### src/rtl/banco_registradores_sb_if.sv
// Bus between the register file and its user: one write port, NUM_READ read ports
// and the scoreboard claim/busy signals.
interface banco_registradores_sb_if #(
  parameter int DATA_W   = 32,
  parameter int ADDR_W   = 5,
  parameter int NUM_READ = 2
);
  logic                       wr_en;
  logic [ADDR_W-1:0]          wr_addr;
  logic [DATA_W-1:0]          wr_data;
  logic [NUM_READ*ADDR_W-1:0] rd_addr;
  logic [NUM_READ*DATA_W-1:0] rd_data;
  logic [NUM_READ-1:0]        rd_busy;
  logic                       claim_en;
  logic [ADDR_W-1:0]          claim_addr;
  logic                       claim_ok;
  logic [(2**ADDR_W)-1:0]     busy_vec;

  modport master (
    output wr_en, wr_addr, wr_data, rd_addr, claim_en, claim_addr,
    input  rd_data, rd_busy, claim_ok, busy_vec
  );

  modport slave (
    input  wr_en, wr_addr, wr_data, rd_addr, claim_en, claim_addr,
    output rd_data, rd_busy, claim_ok, busy_vec
  );
endinterface

### src/rtl/banco_registradores_sb.sv
// Parametrised register file: NUM_READ combinational read ports, one write port,
// optional hard-wired zero register, write->read bypass and a per-register busy scoreboard.
module banco_registradores_sb #(
  parameter int DATA_W   = 32,
  parameter int ADDR_W   = 5,
  parameter int NUM_READ = 2,
  parameter bit ZERO_REG = 1'b1,
  parameter bit BYPASS   = 1'b1
) (
  input logic                     clock,
  input logic                     reset,
  banco_registradores_sb_if.slave bus
);
  localparam int DEPTH = 2**ADDR_W;

  logic [DATA_W-1:0] regs_q [DEPTH];
  logic [DEPTH-1:0]  busy_q;
  logic [DEPTH-1:0]  busy_d;
  logic              wr_fire;
  logic              claim_free;
  logic              claim_ok;
  logic              claim_set;

  // Write and claim qualification; register 0 absorbs both when hard-wired to zero.
  always_comb begin
    wr_fire    = bus.wr_en && !(ZERO_REG && bus.wr_addr == '0);
    claim_free = !busy_q[bus.claim_addr] ||
                 (bus.wr_en && bus.wr_addr == bus.claim_addr);
    claim_ok   = bus.claim_en && claim_free && !reset;
    claim_set  = claim_ok && !(ZERO_REG && bus.claim_addr == '0);
  end

  always_comb begin
    // NOTE: default assigned first so every path drives busy_d and no latch is inferred.
    busy_d = busy_q;
    if (wr_fire)   busy_d[bus.wr_addr]    = 1'b0;
    if (claim_set) busy_d[bus.claim_addr] = 1'b1;  // set after clear: new owner wins
  end

  // NOTE: the storage array is reset to zero, so it maps to flops rather than a RAM macro.
  always_ff @(posedge clock) begin
    // NOTE: non-blocking assignments keep every flop sampling pre-edge values.
    if (reset) begin
      busy_q <= '0;
      for (int r = 0; r < DEPTH; r++) regs_q[r] <= '0;
    end else begin
      busy_q <= busy_d;
      if (wr_fire) regs_q[bus.wr_addr] <= bus.wr_data;
    end
  end

  logic [ADDR_W-1:0] rd_a;
  logic              rd_zero;
  logic              rd_byp;

  // Each read port resolves independently; zero register beats bypass.
  always_comb begin
    bus.rd_data = '0;
    bus.rd_busy = '0;
    rd_a        = '0;
    rd_zero     = 1'b0;
    rd_byp      = 1'b0;
    for (int i = 0; i < NUM_READ; i++) begin
      rd_a    = bus.rd_addr[i*ADDR_W +: ADDR_W];
      rd_zero = ZERO_REG && rd_a == '0;
      rd_byp  = BYPASS && bus.wr_en && bus.wr_addr == rd_a;
      if (!reset && !rd_zero) begin
        bus.rd_data[i*DATA_W +: DATA_W] = rd_byp ? bus.wr_data : regs_q[rd_a];
        bus.rd_busy[i]                  = !rd_byp && busy_q[rd_a];
      end
    end
  end

  assign bus.claim_ok = claim_ok;
  assign bus.busy_vec = busy_q;
endmodule

### src/flat_wrapper.sv
// flat-port wrapper written by rule: the top's interface ports become plain ports
module banco_registradores_sb_flat 
#(
  parameter int DATA_W   = 32,
  parameter int ADDR_W   = 5,
  parameter int NUM_READ = 2,
  parameter bit ZERO_REG = 1'b1,
  parameter bit BYPASS   = 1'b1
)
  (clock, reset, bus_wr_en, bus_wr_addr, bus_wr_data, bus_rd_addr, bus_claim_en, bus_claim_addr, bus_rd_data, bus_rd_busy, bus_claim_ok, bus_busy_vec);
  banco_registradores_sb_if #(.DATA_W(DATA_W), .ADDR_W(ADDR_W), .NUM_READ(NUM_READ)) bus_i ();
  input logic clock;
  input logic reset;
  input wire logic [$bits(bus_i.wr_en)-1:0] bus_wr_en;
  input wire logic [$bits(bus_i.wr_addr)-1:0] bus_wr_addr;
  input wire logic [$bits(bus_i.wr_data)-1:0] bus_wr_data;
  input wire logic [$bits(bus_i.rd_addr)-1:0] bus_rd_addr;
  input wire logic [$bits(bus_i.claim_en)-1:0] bus_claim_en;
  input wire logic [$bits(bus_i.claim_addr)-1:0] bus_claim_addr;
  output wire logic [$bits(bus_i.rd_data)-1:0] bus_rd_data;
  output wire logic [$bits(bus_i.rd_busy)-1:0] bus_rd_busy;
  output wire logic [$bits(bus_i.claim_ok)-1:0] bus_claim_ok;
  output wire logic [$bits(bus_i.busy_vec)-1:0] bus_busy_vec;
  assign bus_i.wr_en = bus_wr_en;
  assign bus_i.wr_addr = bus_wr_addr;
  assign bus_i.wr_data = bus_wr_data;
  assign bus_i.rd_addr = bus_rd_addr;
  assign bus_i.claim_en = bus_claim_en;
  assign bus_i.claim_addr = bus_claim_addr;
  assign bus_rd_data = bus_i.rd_data;
  assign bus_rd_busy = bus_i.rd_busy;
  assign bus_claim_ok = bus_i.claim_ok;
  assign bus_busy_vec = bus_i.busy_vec;
  banco_registradores_sb #(.DATA_W(DATA_W), .ADDR_W(ADDR_W), .NUM_READ(NUM_READ), .ZERO_REG(ZERO_REG), .BYPASS(BYPASS)) u_core (.clock(clock), .reset(reset), .bus(bus_i));
endmodule
### config.mk
export PLATFORM = sky130hd
export DESIGN_NAME = banco_registradores_sb_flat
export DESIGN_NICKNAME = d
export VERILOG_FILES = /design/src/rtl/banco_registradores_sb_if.sv /design/src/rtl/banco_registradores_sb.sv /design/src/flat_wrapper.sv
export SDC_FILE = /design/constraint.sdc
export NUM_CORES = 2
export LEC_CHECK = 0
export ABC_AREA = 1
export BUFFER_PORTS_ARGS = -buffer_cell sky130_fd_sc_hd__buf_2
export CAP_MARGIN = 25
export CORE_MARGIN = 2
export CORE_UTILIZATION = 35
export CTS_CLUSTER_DIAMETER = 60
export DETAILED_ROUTE_END_ITERATION = 7
export GPL_TIMING_DRIVEN = 1
export PLACE_DENSITY_LB_ADDON = 0.1
export SETUP_SLACK_MARGIN = 0.4
export SLEW_MARGIN = 20
export SYNTH_ARGS = -nofsm -noshare
export SYNTH_HDL_FRONTEND = slang
export SYNTH_SLANG_ARGS = --single-unit
### constraint.sdc
create_clock -name clock -period 2.85 [get_ports clock]
set_input_delay 0.1425 -clock clock [delete_from_list [all_inputs] [get_ports clock]]
set_output_delay 0.1425 -clock clock [all_outputs]
set_load 0.005 [all_outputs]
# After elaboration in Yosys (flattened, before gate mapping)
# Memories as Yosys holds them, arrays and structs flattened.
# Cells that the tools add are included.
# totals
elab_cells,67
ram_bits,1024
out_inout_bits,99
mem_count,1
reg_bits,32
# op_classes
n_reduce_logical,27
magnitude_cmp,6
bitwise_logic,3
n_eq_ne,3
muxes,26
# memory_table
memory,depth,word_bits,read_ports,rd_ports_with_merged_regs,wr,line,text
u_core.regs_q,32,32,2,0,32,banco_registradores_sb.sv:16,logic [DATA_W-1:0] regs_q [DEPTH];
# op_table
op,count
2-to-1 mux 32 bit,7
bitwise AND 32 bit,1
inverter 32 bit,1
OR 32 bit,1
OR reduction 32 bit,1
< comparator 5 x 6 -> 1 bit (second input constant),4
zero test 5 bit,4
binary-select mux 1 bit (select 5 bit),3
== test 5 bit,3
logical AND 1 bit,13
2-to-1 mux 1 bit,13
demux 1 bit (select 5 bit),2
greater-or-equal comparator 5 x 1 -> 1 bit (second input constant),2
zero test 1 bit,8
2-to-1 mux 5 bit,1
logical OR 1 bit,1

# Logic depth before layout (Yosys ltp)
# logic_depth
ltp_word,9
ltp_mapped,14

# Worst setup path after synthesis
# OpenSTA, ideal clock, no wires.
# synth_timing
path_kind,input-to-reg
from,input bus_wr_addr[2]
to,"memory u_core.regs_q[10][0], enable pin"
n_path_buf,3
cell_stages,9
setup_slack_ps,431
arrival_ps,2030
t_required_ps,2461
path_cell_list,buf_2 > inv_1 > nand3_1 > o21ai_1 > nor2_1 > buf_4 > nand3_1 > buf_2 > nand2_1
# synth_rtl
item,line,text
start: declaration,flat_wrapper.sv:15,input wire logic [$bits(bus_i.wr_addr)-1:0] bus_wr_addr;
end: declaration,banco_registradores_sb.sv:16,

# Worst setup path after layout
# layout_timing
from,input bus_rd_addr[3]
to,output bus_rd_data[28]
# layout_between
elab_chain_len,4
elab_cells_between_ends,8
cone_classes,1 x eq/ne; 2 x mux; 4 x reduce/logical; 1 x memory
# layout_lines
item,line,text
start: declaration,flat_wrapper.sv:17,input wire logic [$bits(bus_i.rd_addr)-1:0] bus_rd_addr;
"parallel branches: the longest is 3 deep, another holds memory (32 x 32 bit)",--,
2-to-1 mux 32 bit (*),banco_registradores_sb.sv:67,if (!reset && !rd_zero) begin
end: declaration,flat_wrapper.sv:20,output wire logic [$bits(bus_i.rd_data)-1:0] bus_rd_data;
# Mark *: on every way between the ends.

==> summary.md <==
| Metric | Value |
|---|---|
| Total negative slack | 0 ns |
| Fin crit share | 0.891 |
| Synth Area per Inst | 8.33 sq um |
| Main flop type after synthesis | edfxtp_1 |
| EDFF count, synth | 1024 |
| Die Y | 408 microns |
| Startpoint types | input port |
| Final nets | 6925 |
| Final GP Congestion | 0.944 |
| Hold Path Class | input port to register |
| Async set-reset flop share out of synthesis | 0 |
| Tightest Pin Transition | 1.02 ns |
| Ports | 155 |
| Gr ovfl total | 0 |
| MaxCap Viol Count | 0 |
| Post-synthesis register bit count | 1056 |
| Max Root-Sink Buffers | 3 |
| Initial antenna violation count | 3 |
| Storage cell area | 31400 sq um |
| CP Capture Point | bus_rd_data[28] |
| DR vias/cell | 5.87 |
| Fmax | 0.394 GHz |
| Normalized max-slew margin | 0.320 |
| Share of cells above drive strength 1 | 0.133 |
| Die area | 167000 sq um |
| DR vias | 53800 |
| Port bufs | 154 |
| Failing checks | DRC |
| Depth of the most critical reg-to-reg path | 13 |
| Routed wire length | 268000 microns |
| Die X | 408 microns |
| Yosys top cell by area | edfxtp_1 |
| DRC | 5 |
| Cell Pwr Density | 617 nW/um^2 |
| H-tree depth | 4 |
| Cells after Synth | 6874 |
| Reg2reg end | u_core.bus.busy_vec[2] |
| CP Launch Point | bus_rd_addr[3] |
| Dpl hpwl | 159000 microns |
| CORE AREA | 163000 sq um |
| CTS Buf Count | 141 |
| Seq/Total Area, Yosys | 0.548 |
| Clock Latency Late Sink | 0.77 ns |
| Critical path class | input port to output pin |
| Final Max Tran Viols | 0 |
| Critical Path RT | 2.71 ns |
| Critical Path End Type | output pin |
| Final setup fails | 0 |
| RSZ-0062 raised after global routing | yes |
| Number of detailed-route iterations in the first pass | 8 |
| Final hold vios | 0 |
| Vias in the first global route | 50900 |
| Number of cell rows | 148 |
| FF-to-FF setup slack | 0.66 ns |
| Filler cells | 16100 |
| Top-count cell post-synth | nand2_1 |
| VDD IR max | 0.000629 V |
| Critical path data arrival time | 2.40 ns |
| Netlist Area Pre-Place | 57200 sq um |
| Area contributors post-synth | edfxtp_1 54%, nand2_1 9.7%, nand3_1 7.8% |
| Yosys Warn Count | 0 |
| RR Startpoint | u_core.bus.busy_vec[24] |
| Multi-input gate area | 23300 sq um |
| Post-synth top area share | 0.537 |
| Final ANT Viol Nets | 0 |
| DR WL/cell | 29.2 microns |
| Worst-case hold slack | 0.0323 ns |
| Tmin final | 2.54 ns |
| Initial cell density of the core | 0.352 |
| Hold path depth | 4 |
| Area grow syn2layout | 18.6% |
| Largest net degree at the start of global routing | 143 |
| Layout Skew | 0.0167 ns |
| Leak | 26.2 nW |
| Count of cell types in the netlist | 27 |
| Starting DRT DRC Count | 7410 |
| Root buffer cell | clkbuf_16 |
| Gr usage total | 0.312 |
| Clock sinks | 1056 |
| Post-synth top cells | 1479 x nand2_1, 1092 x nor2_1, 1024 x edfxtp_1 |
| Clk slew on worst S/H paths | 0.06 ns |
| CTS tree | built |
| Crit Path Max Fanout | 22 |
| Status | finished, violations left |
| First-pass GRT wire length | 377000 microns |
[metrics by stage]
stage	total power (W)	utilization	instances	setup WS, ns	instance area, sq um
floorplan	0.0212	-	6905	0.431	57400
global placement	0.0237	0.381	8877	0.252	61900
detailed placement	0.0238	0.381	8877	0.308	61900
CTS	0.0418	0.414	9151	0.256	67200
global route	0.0431	0.417	9155	0.252	67900
finish	0.0419	0.417	9157	0.310	67900
[worst min path at each step]
stage	start	to	slack, ns
6_report	bus_wr_data[6]	u_core.regs_q[31][6]	0.03
5_1_grt	bus_wr_data[17]	u_core.regs_q[20][17]	0.04
4_1_cts	bus_wr_data[17]	u_core.regs_q[18][17]	0.003
3_5_place_dp	u_core.bus.busy_vec[6]	u_core.bus.busy_vec[6]	0.51
3_3_place_gp	u_core.bus.busy_vec[6]	u_core.bus.busy_vec[6]	0.50
2_1_floorplan	reset	u_core.bus.busy_vec[0]	0.21
[cell type report]
class / count / share of cell area
Clock buffer: 172 / 0.0550
Clock inverter: 82 / 0.0134
Timing Repair Buffer: 463 / 0.0662
Sequential cell: 1056 / 0.463
Antenna cell: 2 / 0.0000737
Multi-Input combinational cell: 4853 / 0.343
Tap cell: 2175 / 0.0401
Inverter: 354 / 0.0200
[cells by family (layout without fill, tap and decap cells)]
family                    count (synthesis)  in the layout  synth area share
and+or+nand+nor                        3736           3736             0.277
AOI/OAI and AO/OA                      1082           1082             0.106
xor gates and xnor gates                  3              3          0.000459
other                                     1             34         0.0000655
buffers and inverters                   996           1071            0.0686
DFF                                    1056           1056             0.548
[state kept, by name, summed over array words and instances (netlist names)]
name / count
u_core.bus.busy_vec: 32
u_core.regs_q: 1024
[critical path, stage by stage]
cell,delay (ns)
buf_4,0.29
buf_4,0.59
buf_4,0.48
nand4_1,0.29
nand3_1,0.27
nand3_1,0.13
nand2_1,0.08
buf_2,0.11
[repair_timing]
item / 4_1_cts / 5_1_grt
setup endpoints to repair: 58 / 65
resized for setup: 133 / 163
endpoints found under the hold margin: 191 / 0
setup buffers: 0 / 2
cloned: 1 / 2
pin swaps: 30 / 81
hold buffers: 19 / 0
[metal layers]
layer / track usage / up-vias / share of wire
li1: - / 23600 / -
met1: 0.424 / 26300 / 0.41
met2: 0.475 / 3236 / 0.44
met3: 0.0527 / 613 / 0.095
met4: 0.163 / 0 / 0.055
met5: 0 / - / 0
[power breakdown]
| group | switching [W] | internal, W |
|---|---|---|
| registers | 0.000396 | 0.0179 |
| logic | 0.00409 | 0.00150 |
| clock network | 0.00739 | 0.0107 |
[placed cells by master, fill, tap and decap left out, types with 13 or more instances in the layout]
cell type / synthesis / routed
nand2_1: 1479 / 1427
nor2_1: 1092 / 1086
edfxtp_1: 1024 / 1024
nand3_1: 887 / 737
a21oi_1: 389 / 383
o21ai_0: 431 / 366
inv_1: 345 / 320
nand4_1: 258 / 258
o211ai_1: 238 / 238
buf_4: 2 / 195
clkbuf_16: 0 / 147
buf_2: 144 / 142
nand3_2: 0 / 125
buf_12: 0 / 83
o21ai_1: 1 / 50
nand2_2: 0 / 46
conb_1: 1 / 32
clkbuf_1: 428 / 27
inv_2: 8 / 25
nand3_4: 0 / 25
dfxtp_1: 32 / 24
clkinv_1: 1 / 20
dlygate4sd3_1: 0 / 19
clkinv_2: 0 / 18
o21ai_2: 0 / 15
bufinv_16: 0 / 14
nor3_1: 13 / 13
(Power assumes the default switching activity.)
